**config.mk**
```make
export PLATFORM = sky130hd
export DESIGN_NAME = prog_loader
export DESIGN_NICKNAME = d
export VERILOG_FILES = /design/src/rtl/prog_loader.sv
export SDC_FILE = /design/constraint.sdc
export NUM_CORES = 1
export LEC_CHECK = 0
export BUFFER_PORTS_ARGS = -buffer_cell sky130_fd_sc_hd__buf_2
export CORE_MARGIN = 2
export CORE_UTILIZATION = 50
export DETAILED_ROUTE_END_ITERATION = 12
export HOLD_SLACK_MARGIN = 0.06
export PLACE_DENSITY = 0.82
export SYNTH_ARGS = -nofsm -noshare
export SYNTH_HDL_FRONTEND = slang
export SYNTH_SLANG_ARGS = --single-unit
```
**constraint.sdc**
```tcl
create_clock -name clk -period 3.83 [get_ports clk]
set_input_delay 0.383 -clock clk [delete_from_list [all_inputs] [get_ports clk]]
set_output_delay 0.383 -clock clk [all_outputs]
set_load 0.05 [all_outputs]
```
**src/rtl/prog_loader.sv**
```systemverilog
// Boot-time program loader: parses a length/word/XOR-checksum byte stream and
// writes the words into program RAM port 0 from address 0, then releases the core.
module prog_loader #(
  parameter int ADDR_W = 7,
  parameter int DEPTH  = 128
) (
  input  logic              clk,
  input  logic              rst_n,
  input  logic              load_req_i,
  input  logic              rx_valid_i,
  input  logic [7:0]        rx_data_i,
  output logic              rx_ready_o,
  output logic              ram_write_en0_o,
  output logic [ADDR_W-1:0] ram_addr0_o,
  output logic [15:0]       ram_din0_o,
  output logic              busy_o,
  output logic              done_o,
  output logic              err_o,
  output logic              start_o,
  output logic [7:0]        words_loaded_o
);

  typedef enum logic [2:0] {
    S_IDLE, S_LEN_HI, S_LEN_LO, S_DATA_HI, S_DATA_LO, S_CHECK, S_DONE, S_ERROR
  } state_e;

  state_e              state_q, state_d;
  logic [7:0]          hi_q, hi_d;
  logic [ADDR_W:0]     len_q, len_d;
  logic [ADDR_W:0]     idx_q, idx_d;
  logic [7:0]          xor_q, xor_d;
  logic [7:0]          words_q, words_d;
  logic                rdy_q, rdy_d;
  logic                busy_q, busy_d;
  logic                we_q, we_d;
  logic [ADDR_W-1:0]   addr_q, addr_d;
  logic [15:0]         din_q, din_d;
  logic                done_q, done_d;
  logic                err_q, err_d;
  logic                start_q, start_d;

  logic                accept;
  logic [15:0]         n_len;
  logic [ADDR_W:0]     idx_inc;

  assign accept  = rx_valid_i && rdy_q;
  assign n_len   = {hi_q, rx_data_i};
  assign idx_inc = idx_q + 1'b1;

  always_comb begin
    state_d = state_q;
    hi_d    = hi_q;
    len_d   = len_q;
    idx_d   = idx_q;
    xor_d   = xor_q;
    words_d = words_q;
    we_d    = 1'b0;
    addr_d  = addr_q;
    din_d   = din_q;
    done_d  = done_q;
    err_d   = err_q;
    start_d = start_q;
    unique case (state_q)
      S_IDLE, S_DONE, S_ERROR: begin
        if (load_req_i) begin
          state_d = S_LEN_HI;
          done_d  = 1'b0;
          err_d   = 1'b0;
          start_d = 1'b0;
          words_d = '0;
          xor_d   = '0;
          idx_d   = '0;
        end
      end
      S_LEN_HI: if (accept) begin
        hi_d    = rx_data_i;
        xor_d   = xor_q ^ rx_data_i;
        state_d = S_LEN_LO;
      end
      S_LEN_LO: if (accept) begin
        xor_d = xor_q ^ rx_data_i;
        if (n_len == 16'd0 || n_len > 16'(DEPTH)) begin
          state_d = S_ERROR;
          err_d   = 1'b1;
        end else begin
          len_d   = n_len[ADDR_W:0];
          state_d = S_DATA_HI;
        end
      end
      S_DATA_HI: if (accept) begin
        hi_d    = rx_data_i;
        xor_d   = xor_q ^ rx_data_i;
        state_d = S_DATA_LO;
      end
      S_DATA_LO: if (accept) begin
        xor_d   = xor_q ^ rx_data_i;
        we_d    = 1'b1;
        addr_d  = idx_q[ADDR_W-1:0];
        din_d   = {hi_q, rx_data_i};
        idx_d   = idx_inc;
        words_d = words_q + 8'd1;
        // idx is one bit wider than the address so N=DEPTH terminates without wrap
        state_d = (idx_inc == len_q) ? S_CHECK : S_DATA_HI;
      end
      S_CHECK: if (accept) begin
        if (rx_data_i == xor_q) begin
          state_d = S_DONE;
          done_d  = 1'b1;
          start_d = 1'b1;
        end else begin
          state_d = S_ERROR;
          err_d   = 1'b1;
        end
      end
      default: state_d = S_IDLE;
    endcase
    rdy_d  = (state_d == S_LEN_HI) || (state_d == S_LEN_LO) || (state_d == S_DATA_HI) ||
             (state_d == S_DATA_LO) || (state_d == S_CHECK);
    busy_d = rdy_d || we_d;
  end

  always_ff @(posedge clk or negedge rst_n) begin
    if (!rst_n) begin
      state_q <= S_IDLE;
      hi_q    <= '0;
      len_q   <= '0;
      idx_q   <= '0;
      xor_q   <= '0;
      words_q <= '0;
      rdy_q   <= 1'b0;
      busy_q  <= 1'b0;
      we_q    <= 1'b0;
      addr_q  <= '0;
      din_q   <= '0;
      done_q  <= 1'b0;
      err_q   <= 1'b0;
      start_q <= 1'b0;
    end else begin
      state_q <= state_d;
      hi_q    <= hi_d;
      len_q   <= len_d;
      idx_q   <= idx_d;
      xor_q   <= xor_d;
      words_q <= words_d;
      rdy_q   <= rdy_d;
      busy_q  <= busy_d;
      we_q    <= we_d;
      addr_q  <= addr_d;
      din_q   <= din_d;
      done_q  <= done_d;
      err_q   <= err_d;
      start_q <= start_d;
    end
  end

  assign rx_ready_o      = rdy_q;
  assign ram_write_en0_o = we_q;
  assign ram_addr0_o     = addr_q;
  assign ram_din0_o      = din_q;
  assign busy_o          = busy_q;
  assign done_o          = done_q;
  assign err_o           = err_q;
  assign start_o         = start_q;
  assign words_loaded_o  = words_q;

endmodule

```
== Word-level counts from Yosys, hierarchy flattened ==
Index checks and enable logic that the tools add are counted.

* Bits in registers: 71
* Output and inout bits: 37
* Input bits: 12
* Word-level logic and storage cells: 91

* $add $sub $neg: 2
* Bitwise gates (word level): 2
* Reduce and logical (&&, ||, !) cells: 23
* Mux-type cells: 28
* Equality and inequality tests: 22
* $lt $le $gt $ge: 1

{| class="wikitable"
|+ Operators with widths
! cell !! number
|-
| case mux 8 bit (2 select lines) || 3
|-
| 2-to-1 mux 8 bit || 4
|-
| 2-to-1 mux 3 bit || 8
|-
| equality test 3 bit (second input constant) || 6
|-
| case mux 3 bit (6 select lines) || 1
|-
| adder 8 x 1 -> 8 bit (second input constant) || 2
|-
| equality test 8 bit || 2
|-
| > comparator 16 x 8 -> 1 bit (second input constant) || 1
|-
| logical NOT 16 bit || 1
|-
| != test 2 bit (second input constant) || 7
|-
| equality test 3 x 2 -> 1 bit (second input constant) || 4
|-
| 2-to-1 mux 1 bit || 10
|-
| AND reduction 3 bit || 3
|-
| XOR 8 bit || 1
|-
| equality test 3 x 1 -> 1 bit (second input constant) || 2
|-
| logical OR 1 bit || 6
|-
| AND reduction 6 bit || 1
|-
| nonzero test 2 bit || 3
|-
| AND reduction 2 bit || 2
|-
| AND reduction 4 bit || 1
|-
| OR reduction 4 bit || 1
|-
| logical NOT 3 bit || 1
|-
| case mux 1 bit (3 select lines) || 1
|-
| nonzero test 3 bit || 1
|-
| other kinds (6) || 6
|}

== Longest topological paths before layout ==
Gate-level depths: netlist of the first run.

* Word-level depth: 11
* Depth in mapped cells: 9
* Mapped depth without buffers: 7

== Worst setup path before layout of the first run ==
No wires, ideal clock.

* Kind: input port to flip-flop
* Start: input port rx_data_i[3]
* End: register len_q[0]
* Setup time: 0.125 ns
* Stages: 5
* Setup slack: 1.736 ns
* Data required time: 3.705 ns
* Data arrival time: 1.969 ns
* Path buffers: 0
* Cell sequence: or4_1 -> o41a_1 -> nor3_2 -> nand3_4 -> mux2_4

* Cells in the longest elaborated chain, start to end: 4
* Elaborated cells between the ends (all ways): 5
* Classes of those cells: 1 x order compare; 1 x bitwise; 3 x reduce/logical

{| class="wikitable"
|+ Ends and longest elaborated chain
! item !! line !! source
|-
| start, declared || 11 || <nowiki>input logic [7:0] rx_data_i,</nowiki>
|-
| > comparator 16 x 8 -> 1 bit / logical NOT 16 bit (equally long branches) || 82 || <nowiki>if (n_len == 16'd0 || n_len > 16'(DEPTH)) begin</nowiki>
|-
| logical OR 1 bit (*) || 82 ||
|-
| inverter 1 bit (no line) (*) || - ||
|-
| AND reduction 3 bit (no line) (*) || - ||
|-
| end signal, assigned || 141 || <nowiki>len_q <= len_d;</nowiki>
|-
| end, declared || 29 || <nowiki>logic [ADDR_W:0] len_q, len_d;</nowiki>
|}

Every way passes the cells marked *; elsewhere a longest branch is shown, timed or not.
A chain may end at the register's enable or synchronous reset.

== Worst setup path after layout of the first run ==
* Start: register state_q[2]
* End: register idx_q[3]

* Cells in the longest elaborated chain, start to end: 4
* Elaborated cells between the ends (all ways): 10
* Classes of those cells: 5 x eq/ne; 1 x mux; 4 x reduce/logical

{| class="wikitable"
|+ Ends and longest elaborated chain
! item !! line !! source
|-
| start, declared || 27 || <nowiki>state_e state_q, state_d;</nowiki>
|-
| start signal, assigned || 139 || <nowiki>state_q <= state_d;</nowiki>
|-
| equality test 3 bit / logical NOT 3 bit (equally long branches) || 63 || <nowiki>unique case (state_q)</nowiki>
|-
| OR reduction 3 bit || 63 ||
|-
| != test 2 bit (no line) / nonzero test 2 bit (equally long branches) || - ||
|-
| AND reduction 3 bit (no line) || - ||
|-
| end signal, assigned || 142 || <nowiki>idx_q <= idx_d;</nowiki>
|-
| end, declared || 30 || <nowiki>logic [ADDR_W:0] idx_q, idx_d;</nowiki>
|}

Several ways; a longest one is shown, not always the timed one.

==> impl_summary.md, run 1 <==
STA
Setup violations remaining at the end of the flow were counted as 0. The fraction of the cycle the final worst path needs is 0.686. Setup repair after global routing left no endpoint under its margin. The final total negative setup slack is 0 ns.

The relative max-transition margin is 0.412. The maximum clock rate is 0.381 GHz. The worst path needs 2.63 ns of the cycle, external delays included. The slew of the pin with the lowest slew margin is 0.882 ns. The number of pins exceeding their max-slew limit in the final report came to 0. Once routing completed, OpenROAD measured the worst setup slack at 1.20 ns.

The final hold violation count was 0. The worst-case clock skew is 0.00459 ns.

Floorplan
The area of the die is 0.00793 mm2. The initial cell density of the core is 0.507. The y dimension of the die is 89.0 um. The count of standard-cell rows is 31. For this design the top-level I/O count stands at 49. The overall die width is 89.0 um. The core region is 0.00714 mm2.

Power
Of the total power, the clock network draws 0.191. The worst-case IR drop observed on VDD is 0.000573 V. The internal portion of the total power is 0.00161 W. The power density over cell area is 726 mW/mm2.

Of the total power, the share spent switching nets is 0.461. Summed over all nets, the switching power comes to 0.00138 W. The combinational fraction of design power is 0.420.

The sequential fraction of design power is 0.389. In this run the static leakage power is 1.99 nW.

Clock network
The cell at the root of the clock tree is sky130_fd_sc_hd__clkbuf_8. The post-cts gate resize count is 0. The number of buffers on the longest clock path is 2. TritonCTS built the clock tree. The setup fix buffers added after clock tree synthesis is 0. The clock slew seen by the registers of the worst setup and hold paths is 0.08 ns. The count of hold-fix buffers inserted at cts is 1. The number of buffers added by the clock tree synthesis step is 9. The total clock sinks is 71. In this run the number of H-tree levels came out at 3. The source-to-sink clock delay at the later pin of the worst-skew pair is 0.35 ns.

Logic synthesis
The share of synthesized cell area in full adder, half adder and majority cells is 0.0104. The Yosys step of the flow raised 0 warnings. The dominant register cell in the synthesized netlist is sky130_fd_sc_hd__dfrtp_1. The mux cell area share after synthesis is 0.0651. Of the total synthesized cell area, the portion taken by XOR and XNOR cells is 0.0581. The complex-gate fraction of the synthesized area is 0.125. The distinct cell type count of the synthesized netlist is 51. Yosys mapped a number of flops with a built-in enable equal to 0. The average cell area after synthesis is 9.32 um2. The synthesized netlist net count is 403. The synthesized netlist occupies a cell area of 0.00362 mm2. In the synthesized netlist, the number of instances is 388.

The share of synthesized area occupied by flip-flops and latches is 0.491. The flop and latch count out of synthesis is 71. By area, the combinational part of the netlist is dominated by simple AND/OR/NAND/NOR gates. The share of synthesized flip-flops with an asynchronous set or reset is 1.00. The synthesized-area fraction occupied by and/or/nand/nor cells is 0.221.

Run status
The flow ran to the end, and the final reports show no timing, DRC or antenna violations.

Routing
The detailed router finished its first iteration with 207 violations. In the final routing, the length of wire on met1 measures 3790 um. After detailed routing, the average wire length per cell comes to 15.2 um. For this block, the via count after detailed routing is 2,920. For this run, the detailed router's first-pass iteration total came to 4.

The via count normalized by instance count is 5.48. The uppermost signal routing layer after detailed routing is met4. Once detail routing completed, the nets flagged for antenna violations numbered 0. The met2 wire length is 3900 um.

In the routed design, unresolved DRC markers number 0. The final layout contains routed wiring with a total length of 8130 um. Summed over all nets, wire length on met3 after detailed routing comes to 348 um.

Placed design
At the end of routability-driven placement, the weighted congestion stood at 0.903. The worst setup slack before clock tree synthesis is 1.27 ns. The quantity of I/O buffers inserted on ports is 48. The detailed placer's ending HPWL is 5680 um.

Global routing
The first global-routing pass estimated 13,500 um of wire. Entering global routing, the biggest net connects 50 pins. The total routing usage reported by global routing is 0.219. The aggregate global routing overflow is 0.

The initial antenna violation count is 0. The number of global-route vias before repair is 2,834.

Cells and area
The library cell used most frequently in the layout, excluding fill and tap cells, is sky130_fd_sc_hd__nand2_1. At the end of the flow, the number of nets in the layout was 444. The count of antenna diodes in the layout is 0. Compared with the post-synthesis result, the final layout area differs by 13.7%. The library cells used most frequently in the layout, excluding fill and tap cells, are 88 x sky130_fd_sc_hd__nand2_1, 71 x sky130_fd_sc_hd__dfrtp_1, 48 x sky130_fd_sc_hd__buf_2, 35 x sky130_fd_sc_hd__o21ai_0, 25 x sky130_fd_sc_hd__nor2_1. In the final layout, the share of cells above drive strength 1 is 0.203.

Worst setup path
The critical path is of the reg -> reg type. The endpoint type of the worst setup path is a flip-flop. The dominant delay contributor by cell family on the critical path is buffers and inverters. STA classifies the critical path startpoint as a flip-flop. The required time at the endpoint of the critical path is 4.07 ns.

For the worst setup path, the data arrival time is 2.87 ns. The critical path's largest stage delay is 0.69 ns. The slowest stage of the critical path belongs to the cell sky130_fd_sc_hd__inv_1. The number of buffer and inverter instances along the worst setup path is 2.

Traced cell by cell, the critical path runs through nor2b_1, nand3_1, buf_4, inv_1, and2_1, o21ai_0, o31ai_1. Along the worst path, the maximum fanout reaches 33.

Hold path
The min-delay analysis places its worst path in the category in -> reg.

Run
The number of maximum-capacitance constraint violations is 0.
[power groups by stage]
| stage | Combinational, W | Clock (W) | Sequential (W) |
|---|---|---|---|
| after floorplan | 0.000626 | 0 | 0.00149 |
| after global placement | 0.00123 | 0 | 0.00116 |
| after detailed placement | 0.00126 | 0 | 0.00117 |
| after CTS | 0.00126 | 0.000582 | 0.00116 |
| after global routing | 0.00138 | 0.000617 | 0.00119 |
| final | 0.00126 | 0.000571 | 0.00116 |
[through the flow]
stage                     total power (W)  instances   util  instance area (um2)  hold WS [ns]
final                             0.00299        533  0.576                 4110         0.333
after CTS                         0.00300        533  0.576                 4110         0.316
after global placement            0.00239        516  0.548                 3910         0.377
after global routing              0.00318        533  0.576                 4110         0.337
after floorplan                   0.00211        388      -                 3620        0.0874
after detailed placement          0.00243        516  0.548                 3910         0.385
[sequential cells by signal, summed over array words and instances (netlist names), 3 cells and up]
| name | cells |
|---|---|
| ram_din0_o | 16 |
| hi_q | 8 |
| idx_q | 8 |
| len_q | 8 |
| words_loaded_o | 8 |
| xor_q | 8 |
| ram_addr0_o | 7 |
| state_q | 3 |
[per-layer routing]
| layer | up-vias | track usage |
|---|---|---|
| met5 | - | 0 |
| met4 | 0 | 0.0597 |
| met3 | 7 | 0.0517 |
| met2 | 78 | 0.354 |
| met1 | 1413 | 0.298 |
| li1 | 1422 | - |
[worst min-delay path, stage by stage]
cell                      delay [ns]
sky130_fd_sc_hd__buf_2          0.15
sky130_fd_sc_hd__nand2_1        0.07
sky130_fd_sc_hd__nand2_1        0.04
[cells by family after synthesis]
family	after synthesis
compound gates	73
xor+xnor	24
fa+ha+maj	3
buf+inv	27
flops	71
mux	21
simple gates	169
[Yosys cell counts (2+ instances only)]
cell | instances | area, um2
sky130_fd_sc_hd__nand2_1 | 88 | 330
sky130_fd_sc_hd__dfrtp_1 | 71 | 1780
sky130_fd_sc_hd__o21ai_0 | 35 | 175
sky130_fd_sc_hd__nor2_1 | 25 | 93.8
sky130_fd_sc_hd__clkbuf_1 | 19 | 71.3
sky130_fd_sc_hd__mux2_2 | 16 | 180
sky130_fd_sc_hd__xnor2_1 | 13 | 114
sky130_fd_sc_hd__xor2_1 | 11 | 96.3
sky130_fd_sc_hd__nand2b_1 | 8 | 50.1
sky130_fd_sc_hd__a21oi_1 | 7 | 35.0
sky130_fd_sc_hd__nor4_1 | 7 | 43.8
sky130_fd_sc_hd__inv_1 | 6 | 22.5
sky130_fd_sc_hd__nand3_1 | 6 | 30.0
sky130_fd_sc_hd__nor3_1 | 6 | 30.0
sky130_fd_sc_hd__and2_1 | 5 | 31.3
sky130_fd_sc_hd__o31ai_1 | 5 | 37.5
sky130_fd_sc_hd__a211oi_1 | 4 | 30.0
sky130_fd_sc_hd__a22o_1 | 4 | 35.0
sky130_fd_sc_hd__a31oi_1 | 4 | 25.0
sky130_fd_sc_hd__mux2i_1 | 4 | 40.0
sky130_fd_sc_hd__nand4_1 | 4 | 25.0
sky130_fd_sc_hd__ha_1 | 3 | 37.5
sky130_fd_sc_hd__nor2b_1 | 3 | 18.8
sky130_fd_sc_hd__a211o_1 | 2 | 17.5
sky130_fd_sc_hd__a22oi_1 | 2 | 15.0
sky130_fd_sc_hd__o211ai_1 | 2 | 15.0
sky130_fd_sc_hd__or2_2 | 2 | 12.5
sky130_fd_sc_hd__or3_1 | 2 | 12.5
sky130_fd_sc_hd__or4_1 | 2 | 15.0
[layout make-up]
class / count / area (um2)
fillers: 642 / 3030
flip-flops and latches: 71 / 1780
multi-input cells: 290 / 1730
repair buffers: 51 / 265
clock buffers: 10 / 138
well taps: 99 / 124
clock inverters: 6 / 51.3
inverters: 6 / 22.5
[worst paths after layout]
check	startpoint	to	slack, ns	depth (start not counted)
max in group asynchronous	rst_n	xor_q[7]	2.30	3
min reg2reg	ram_din0_o[6]	ram_din0_o[6]	0.48	2
min	rx_data_i[3]	ram_din0_o[3]	0.33	3
min in group asynchronous	rst_n	ram_write_en0_o	0.53	2
max	state_q[2]	idx_q[3]	1.20	7
max reg2reg	state_q[2]	idx_q[3]	1.20	7
(Power assumes the default switching activity.)
==> run 2: changes to the inputs <==
--- a/config.mk
+++ b/config.mk
@@ -5,12 +5,13 @@
 export SDC_FILE = /design/constraint.sdc
 export NUM_CORES = 1
 export LEC_CHECK = 0
+export ABC_AREA = 1
 export BUFFER_PORTS_ARGS = -buffer_cell sky130_fd_sc_hd__buf_2
 export CORE_MARGIN = 2
 export CORE_UTILIZATION = 50
 export DETAILED_ROUTE_END_ITERATION = 12
 export HOLD_SLACK_MARGIN = 0.06
-export PLACE_DENSITY = 0.82
+export PLACE_DENSITY = 0.85
 export SYNTH_ARGS = -nofsm -noshare
 export SYNTH_HDL_FRONTEND = slang
 export SYNTH_SLANG_ARGS = --single-unit
==> constraint.sdc (replaced) <==
create_clock -name clk -period 2.25 [get_ports clk]
set_input_delay 0.225 -clock clk [delete_from_list [all_inputs] [get_ports clk]]
set_output_delay 0.225 -clock clk [all_outputs]
set_load 0.05 [all_outputs]
==> impl_summary.md, run 2 <==
Run status
The flow ran to the end, and the final reports show no timing, DRC or antenna violations.

Logic synthesis
Counting every net in the synthesized netlist gives 445. The netlist uses 35 different library cells. The total number of yosys warnings is 0. Of the post-synthesis cell area, the dominant cell type holds 0.501.

In the synthesized netlist the dominant register cell turns out to be sky130_fd_sc_hd__dfrtp_1. Among all cell types in the netlist, the one instantiated most often is sky130_fd_sc_hd__nand2_1. Averaged over all synthesized cells, the footprint is 8.25 um2. Summed over all instances, the cell type with the most area after synthesis is sky130_fd_sc_hd__dfrtp_1. Counting every instance in the synthesized netlist gives 430. The share of the Yosys chip area taken by registers is 0.501. Of all flip-flops after synthesis, the portion carrying an async set or reset was 1.00. Ranked by instance count, the synthesized netlist is headed by 108 x sky130_fd_sc_hd__nand2_1, 71 x sky130_fd_sc_hd__dfrtp_1, 59 x sky130_fd_sc_hd__inv_1.

After synthesis the cells add up to 0.00355 mm2. The flop and latch count out of synthesis is 71. By area the synthesized netlist is led by sky130_fd_sc_hd__dfrtp_1 50%, sky130_fd_sc_hd__nand2_1 11%, sky130_fd_sc_hd__o21ai_0 7.1%.

The number of flops mapped to enable cells by yosys is 0.

Worst setup path
The slowest stage of the critical path is the sky130_fd_sc_hd__dfrtp_2 cell. Counting both buffers and inverters, the worst setup path holds a total of 1. The endpoint type of the worst setup path is a flip-flop. For this run, the slowest stage of the critical path takes 0.44 ns.

The critical path class is reg -> reg. The dominant delay contributor by cell family on the critical path is simple AND/OR/NAND/NOR gates. The launch point of the worst path is idx_q[0]. The required time at the endpoint of the critical path is 2.50 ns. The cell that appears most often on the critical path is sky130_fd_sc_hd__nand2_1. For the worst setup path, the data arrival time is 2.31 ns. The worst setup path is launched from a flip-flop. In this run the critical register-to-register path is launched from idx_q[0]. Traced cell by cell, the critical path runs through ha_1, nand2_1, nor2_1, nand2_1, nand2_1, nand2_1, nand3_1, nor2_1, nand3_1, nand2_1, nand2_1, nand2_1, a21oi_1, nand3_1, nand2_1, inv_1. The largest fanout on the critical path is 6.

STA
Dividing the final minimum period by the clock period gives 0.913. For the pin with the worst max-slew slack, the measured transition is 0.719 ns. Subtracting the final worst setup slack from the clock period gives 2.06 ns. Setup repair after global routing left no endpoint under its margin.

The relative max-transition margin is 0.521. The final hold violation count was 0. The number of pins exceeding their max-slew limit in the final report was 0.

The maximum clock rate is 0.487 GHz. The final number of setup-violating endpoints is 0. The worst-case clock skew is 0.0108 ns.

For the final routed database, the setup TNS stands at 0 ns.

Routing
The routed via count is 2,964. The number of DRC markers after the initial detailed-route iteration is 228. The number of remaining DRC errors is 0. The number of detailed-route iterations in the first pass is 4. The routed design has 7690 um of wire. The antenna violation net count after detailed routing is 0. In the routed layout, each cell is associated on average with a via count of 5.08. The detailed-route wire length per cell is 13.2 um.

Global routing
The initial antenna violation count is 0. For this run, global-route usage on met3 was measured as 0.0466. The total routing usage reported by global routing is 0.217.

The aggregate global routing overflow is 0. The number of global-route vias before repair was 2,877. The most crowded layer after global routing is met2. For met2 alone, demand over resource in global routing was 0.335. The pin count of the biggest net entering global routing is 52. The first global-routing pass estimated 13,100 um of wire.

The met1 routing resource usage after global routing is 0.295.

Power
The switching power total is 0.00270 W. The share of total power dissipated in combinational logic is 0.473. The worst vdd rail ir drop is 0.000819 V. In this run the power density over the cells is 1340 mW/mm2. The share of total power consumed by net switching is 0.495.

The leakage component of the power is 2.03 nW. The internal power contribution is 0.00276 W. The sequential fraction of design power is 0.347. The portion of total power attributed to the clock network is 0.180.

Floorplan
The top-level I/O count is 49. The die is 88.2 um tall. The initial cell density of the core is 0.519. The initialized floorplan defines 30 standard-cell rows. The area of the core is 0.00683 mm2.

In this run the horizontal extent of the chip is 88.2 um. The die covers 0.00778 mm2.

Cells and area
Once layout is complete, the cells apart from fillers number 583. The count of antenna diodes in the layout is 0. The core utilization of the finished layout is 0.596. In the final layout, the share of cells above drive strength 1 is 0.185. The library cell used most frequently in the layout, excluding fill and tap cells, is sky130_fd_sc_hd__nand2_1. The top cell types in the final layout, fill and taps aside, are 108 x sky130_fd_sc_hd__nand2_1, 70 x sky130_fd_sc_hd__dfrtp_1, 59 x sky130_fd_sc_hd__inv_1, 50 x sky130_fd_sc_hd__o21ai_0, 48 x sky130_fd_sc_hd__buf_2. The flip-flop count of the largest register after layout is 16. The layout overhead on the synthesized area is 14.8%. The final layout contains 497 nets.

Run
The number of maximum-capacitance constraint violations is 0.

Clock network
The clock passes through at most 2 buffers. The H-tree generated during clock tree synthesis spans 3 levels. After clock tree synthesis, the clock-pin slew on the worst setup and hold paths is 0.09 ns. The total clock sinks is 71. Clock tree synthesis selected as its root buffer the cell sky130_fd_sc_hd__clkbuf_8. The source-to-sink clock delay at the later pin of the worst-skew pair is 0.36 ns. TritonCTS built the clock tree. The number of buffers added by the clock tree synthesis step is 9.

Placed design
The detailed placer's ending HPWL is 5650 um. The number of placed cells counting well taps is 566. The placer's final routability congestion estimate is 0.889.

Input and output buffers added on the ports amount to 48.

Hold path
The worst hold-check path type is in -> reg. The startpoint of the lowest-slack hold path is rx_data_i[5].
-- run 2: changes by cell type in the layout (fill, tap and decap cells not counted), moves of 7 or more --
cell / before / now
sky130_fd_sc_hd__o21ai_0: 35 / 50
sky130_fd_sc_hd__inv_1: 6 / 59
sky130_fd_sc_hd__o21ai_1: 0 / 7
sky130_fd_sc_hd__nand3_1: 6 / 28
sky130_fd_sc_hd__nor4_1: 7 / 0
sky130_fd_sc_hd__nand2_1: 88 / 108
sky130_fd_sc_hd__mux2_2: 16 / 0
sky130_fd_sc_hd__xnor2_1: 13 / 5
sky130_fd_sc_hd__xor2_1: 11 / 4
sky130_fd_sc_hd__nand2b_1: 8 / 0
-- run 2: final timing paths --
| path | slack [ns] | cells past startpoint | end |
|---|---|---|---|
| setup / recovery | 0.19 | 16 | rx_ready_o |
| hold / removal | 0.20 | 3 | len_q[5] |
| setup reg to reg | 0.19 | 16 | rx_ready_o |
| hold reg to reg | 0.48 | 2 | ram_din0_o[15] |
| max in group asynchronous | 1.14 | 3 | state_q[1] |
| min in group asynchronous | 0.45 | 2 | idx_q[3] |
-- run 2: timing repair --
| action | CTS | global route |
|---|---|---|
| hold buffers | 1 | 0 |
| buffers inserted | 0 | 0 |
| endpoints found under the setup margin | 0 | 2 |
| resized for setup | 0 | 1 |
| endpoints found under the hold margin | 29 | 0 |
-- run 2: layout make-up --
cell class / instances / area (um2)
fill: 610 / 2760
sequential: 71 / 1780
multi-input combinational: 285 / 1460
timing repair buffer: 52 / 285
inverter: 63 / 241
clock buffer: 9 / 124
tap: 96 / 120
clock inverter: 7 / 62.6
-- run 2: tightest hold or removal path, cell delays in order --
cell	delay, ns
sky130_fd_sc_hd__buf_2	0.13
sky130_fd_sc_hd__inv_1	0.09
sky130_fd_sc_hd__o21ai_1	0.07
-- run 2: kinds of logic (layout without fill, tap and decap cells) --
kind of cell	after synthesis	after routing	synth area share
AO/OA/AOI/OAI	78	78	0.116
adder cells (fa/ha/maj)	3	3	0.0106
buffers and inverters	74	131	0.0875
flip-flops	71	71	0.501
AND/OR/NAND/NOR	195	195	0.263
XOR/XNOR	9	9	0.0222
-- run 2: through the flow --
step	setup WS, ns	hold WS [ns]	cell area [um2]	power, W
floorplan	0.267	-0.0706	3550	0.00393
global placement	0.215	0.308	3870	0.00442
detailed placement	0.187	0.306	3870	0.00449
CTS	0.173	0.193	4070	0.00548
global route	0.000375	0.215	4070	0.00584
finish	0.195	0.197	4070	0.00547
-- run 2: power groups by stage --
stage	combinational, W	sequential, W	clock [W]
after CTS	0.00259	0.00189	0.000991
after detailed placement	0.00258	0.00191	0
after floorplan	0.00141	0.00252	0
after global routing	0.00285	0.00194	0.00105
after global placement	0.00252	0.00190	0
final	0.00259	0.00190	0.000984
-- run 2: layer usage --
metal	part of all wire	up-vias
met2	0.46	71
met4	0.022	0
met1	0.47	1388
met3	0.047	17
met5	0	-
li1	-	1488
